<file path="src/rtl/imm_encoder.sv">
// Immediate encoder: packs a 64-bit signed immediate into the 26-bit
// instruction immediate field for the D, I, CBZ and B formats, and flags
// values that do not fit the selected format.
//
// Handshake: a request transfers on a rising CLK edge where InValid and
// InReady are both 1; a result transfers on a rising CLK edge where
// OutValid and OutReady are both 1. Once OutValid rises, Imm26 and RangeErr
// hold until that transfer. InReady falls after an accepted request and
// rises again only after the result has transferred, so at most one request
// is in flight. InValid is ignored while InReady is 0.
module imm_encoder (
   input  logic        CLK,
   input  logic        Reset_L,
   input  logic        InValid,
   output logic        InReady,
   input  logic [63:0] BusImm,
   input  logic [1:0]  Ctrl,
   output logic        OutValid,
   input  logic        OutReady,
   output logic [25:0] Imm26,
   output logic        RangeErr,
   output logic [7:0]  ErrCount,
   output logic [1:0]  dbg_state
);

   typedef enum logic [1:0] {
      IDLE = 2'd0,
      CALC = 2'd1,
      HOLD = 2'd2
   } state_t;

   state_t      state;
   state_t      state_nxt;
   logic [63:0] imm_q;
   logic [1:0]  ctrl_q;
   logic [25:0] field;
   logic        err;

   // Place the truncated field for the captured format. A value is out of
   // range when the bits from the field's sign bit upward are not all equal.
   always_comb begin
      field = '0;
      err   = 1'b0;
      case (ctrl_q)
         2'b00: begin
            field[20:12] = imm_q[8:0];
            err = !((&imm_q[63:8]) || !(|imm_q[63:8]));
         end
         2'b01: begin
            field[21:10] = imm_q[11:0];
            err = !((&imm_q[63:11]) || !(|imm_q[63:11]));
         end
         2'b10: begin
            field[23:5] = imm_q[18:0];
            err = !((&imm_q[63:18]) || !(|imm_q[63:18]));
         end
         default: begin
            field[25:0] = imm_q[25:0];
            err = !((&imm_q[63:25]) || !(|imm_q[63:25]));
         end
      endcase
   end

   // Next-state and handshake outputs.
   always_comb begin
      state_nxt = state;
      InReady   = 1'b0;
      OutValid  = 1'b0;
      case (state)
         IDLE: begin
            InReady = 1'b1;
            if (InValid) state_nxt = CALC;
         end
         CALC: begin
            state_nxt = HOLD;
         end
         HOLD: begin
            OutValid = 1'b1;
            if (OutReady) state_nxt = IDLE;
         end
         default: begin
            state_nxt = IDLE;
         end
      endcase
   end

   // State register.
   always_ff @(posedge CLK or negedge Reset_L) begin
      if (!Reset_L) state <= IDLE;
      else          state <= state_nxt;
   end

   // Capture the request when it is accepted in IDLE.
   always_ff @(posedge CLK or negedge Reset_L) begin
      if (!Reset_L) begin
         imm_q  <= '0;
         ctrl_q <= '0;
      end else if (state == IDLE && InValid) begin
         imm_q  <= BusImm;
         ctrl_q <= Ctrl;
      end
   end

   // Load the result registers in CALC; they stay put through HOLD.
   always_ff @(posedge CLK or negedge Reset_L) begin
      if (!Reset_L) begin
         Imm26    <= '0;
         RangeErr <= 1'b0;
      end else if (state == CALC) begin
         Imm26    <= field;
         RangeErr <= err;
      end
   end

   // Count errored results as they leave HOLD, saturating at 255.
   always_ff @(posedge CLK or negedge Reset_L) begin
      if (!Reset_L) begin
         ErrCount <= '0;
      end else if (state == HOLD && OutReady && RangeErr && ErrCount != 8'hFF) begin
         ErrCount <= ErrCount + 8'd1;
      end
   end

   assign dbg_state = state;

endmodule
</file>
<file path="config.mk">
export PLATFORM = sky130hd
export DESIGN_NAME = imm_encoder
export DESIGN_NICKNAME = d
export VERILOG_FILES = /design/src/rtl/imm_encoder.sv
export SDC_FILE = /design/constraint.sdc
export NUM_CORES = 1
export LEC_CHECK = 0
export BUFFER_PORTS_ARGS = -buffer_cell sky130_fd_sc_hd__buf_2
export CAP_MARGIN = 20
export CORE_UTILIZATION = 57
export DETAILED_ROUTE_END_ITERATION = 8
export PLACE_DENSITY = 0.84
export SYNTH_ARGS = -nofsm -noshare
export SYNTH_HDL_FRONTEND = slang
export SYNTH_SLANG_ARGS = --single-unit
export TNS_END_PERCENT = 100
</file>
<file path="constraint.sdc">
create_clock -name CLK -period 3.65 [get_ports CLK]
set_input_delay 0.73 -clock CLK [delete_from_list [all_inputs] [get_ports CLK]]
set_output_delay 0.73 -clock CLK [all_outputs]
set_load 0.03 [all_outputs]
</file>
==> summary.txt <==
Routing
  – WL final: 9650 um
  – DRC: 0
  – Vias per inst: 5.83
  – Router iterations before antenna repair: 6
  – Post-DRT Antenna Nets: 0
  – Wire length per cell: 17.7 um
  – Initial DRC count: 176
  – Via count: 3170

Yosys
  – Synthesis warning total: 0
  – Mapped cell area: 4530 um^2
  – Syn nets: 403
  – Synthesized area per cell: 13.7 um^2
  – Synth area leaders: dfrtp_1 57%, mux2_2 20%, mux4_2 4.5%
  – Seq/Total Area, Yosys: 56.9%
  – Yosys cell types: 34
  – FF+latch count, synth: 103
  – Synth area leader: dfrtp_1
  – Mapped Cells: 332
  – Yosys top cell area share: 56.9%

Hold path
  – Hold crit path type: input pin to async pin

Clock tree
  – Clock transition at path regs: 0.10 ns
  – H-tree levels: 3
  – Post-CTS Hold Fix Bufs: 0
  – Num CTS Buffers: 9
  – Post-CTS setup repair buffer count: 0
  – CTS Buffer Depth: 2
  – Clk Latency, worst-skew pair: 0.37 ns
  – Sink Count: 103
  – Clk root buf: clkbuf_8
  – CTS tree: built
  – Gates resized, CTS repair: 0

Cells and area
  – Commonest non-fill, non-tap cell in the layout: buf_2
  – Util after Layout: 69.0%
  – Fillers: 563
  – Leading cell types in the layout, fill and taps excluded: 107 x buf_2, 103 x dfrtp_1, 82 x mux2_2
  – ANT cells: 0
  – Share of layout cells above drive strength 1: 50.0%
  – Layout Nets: 508
  – P&R area growth vs syn: 17.7%

Setup path
  – Worst setup EP type: flop
  – Worst path cell trace: mux4_2 > mux2_2
  – CP max-delay cell: dfrtp_1
  – Crit Path Class: flop to flop
  – R2R Setup Slk: 1.58 ns
  – Startpoint types: flop
  – Worst-path maximum fanout: 28
  – Max incr delay on CP: 1.06 ns
  – Crit path required time: 3.89 ns
  – Worst path arrival time: 2.31 ns

Timing
  – Least-Margin Pin Slew: 1.08 ns
  – Maximum clock rate: 482 MHz
  – Relative slew slack: 28.3%
  – Final-report hold violation count: 0
  – Max-slew violation count: 0
  – Clk_skew: 0.0208 ns
  – Setup violators final: 0
  – RSZ-0062 raised after global routing: no
  – Ratio of final minimum period to clock period: 56.8%
  – Fin worst setup slack: 1.58 ns
  – Setup TNS: 0 ns
  – Clock period minus worst slack: 2.07 ns

Global routing
  – GR Overflow Total: 0
  – First-pass GRT wire length: 15800 um
  – Global router's overall resource usage: 24.7%
  – Largest net degree at the start of global routing: 68
  – Antenna violations before repair: 0
  – Vias in the first global route: 3132

Floorplanning
  – IO Count: 109
  – Die H: 91.2 um
  – Die width: 91.2 um
  – Die area: 8310 um^2
  – Initial Util: 58.6%
  – Core area: 7730 um^2
  – Row count: 32

Pwr
  – Net Sw Power: 0.00193 W
  – Sequential power share: 47.5%
  – P_int: 0.00297 W
  – Clock power frac: 14.4%
  – Leak: 2.39 nW
  – Sw Ratio: 39.4%
  – Pwr/cell area: 920 nW/um^2
  – Comb pwr share: 38.1%
  – Peak VDD IR: 0.000454 V

Run
  – Max Cap Viol: 0

Place
  – Post-DP HPWL: 7000 um
  – Pre-CTS setup slack: 1.53 ns
  – GP Congestion: 0.836
  – Port-buffer cells: 108

Outcome
  – Outcome: finished, final reports clean
[critical path: cells and delay by family, from the launching register on]
family	cells	cell delay (ns)
flops	1	1.06
mux	2	0.89
[cell families after synthesis]
kind of cell / after synthesis / share of synthesized area [%]
simple gates: 78 / 8.97
buf+inv: 19 / 2.21
xor+xnor: 7 / 1.35
compound gates: 30 / 4.80
fa+ha+maj: 1 / 0.276
flops: 103 / 56.9
mux: 94 / 25.5
[synthesized netlist by cell type, drive strengths merged]
library cell	number
a21oi	4
nor3	4
nor2	8
nand3	6
nand2	21
xor2	1
nand4b	1
clkbuf	3
inv	1
or3	1
nor4	13
and2	2
a22o	7
and3	2
o32ai	1
o22ai	2
mux2i	3
buf	15
o21a	1
mux4	9
ha	1
mux2	82
dfrtp	103
a311oi	1
nand4	16
xnor2	6
nand2b	3
o211ai	1
a311o	1
nand3b	1
a41oi	1
a21o	1
o21ai	10
[final timing paths]
check / startpoint / endpoint / cells after the start
max in group asynchronous: Reset_L / imm_q[58] / 2
worst max register to register: ctrl_q[0] / Imm26[14] / 2
min in group CLK: Imm26[11] / Imm26[11] / 1
worst min-delay path: Reset_L / ErrCount[4] / 1
worst min register to register: Imm26[11] / Imm26[11] / 1
worst max-delay path: ctrl_q[0] / Imm26[14] / 2
[final cells by class]
type                            count  area (um^2)  share of cell area [%]
Timing Repair Buffer              112          573                    10.7
Tap cell                          102          128                    2.39
Inverter                            1         3.75                  0.0704
Multi-Input combinational cell    210         1860                    34.8
Clock inverter                      6         67.6                    1.27
Sequential cell                   103         2580                    48.3
Clock buffer                       10          128                    2.39
[metal layers]
metal  GRT usage (%)  wire (um)
met1            33.8       4020
met3            5.44        691
met5               0          0
met4            9.26        206
met2            38.9       4730
[state kept, by name (all words and copies together) (netlist names)]
signal	count
Imm26	26
imm_q	64
ctrl_q	2
dbg_state	2
RangeErr	1
ErrCount	8
[power groups by stage]
stage	combinational (W)	clock [W]	sequential, W
2_1_floorplan	0.00126	0	0.00239
3_3_place_gp	0.00183	0	0.00230
3_5_place_dp	0.00188	0	0.00234
4_1_cts	0.00189	0.000719	0.00232
5_1_grt	0.00201	0.000764	0.00241
6_report	0.00187	0.000708	0.00233
[per-stage QoR]
step                      area [um^2]  hold slack (ns)  total power, W  instances
after global placement           5140            0.458         0.00412        528
after detailed placement         5140            0.465         0.00422        528
after CTS                        5330            0.395         0.00492        544
after global routing             5330            0.414         0.00519        544
final                            5330            0.364         0.00491        544
after floorplan                  4530            0.434         0.00365        332
No activity file was read; power rests on OpenSTA's default activity.
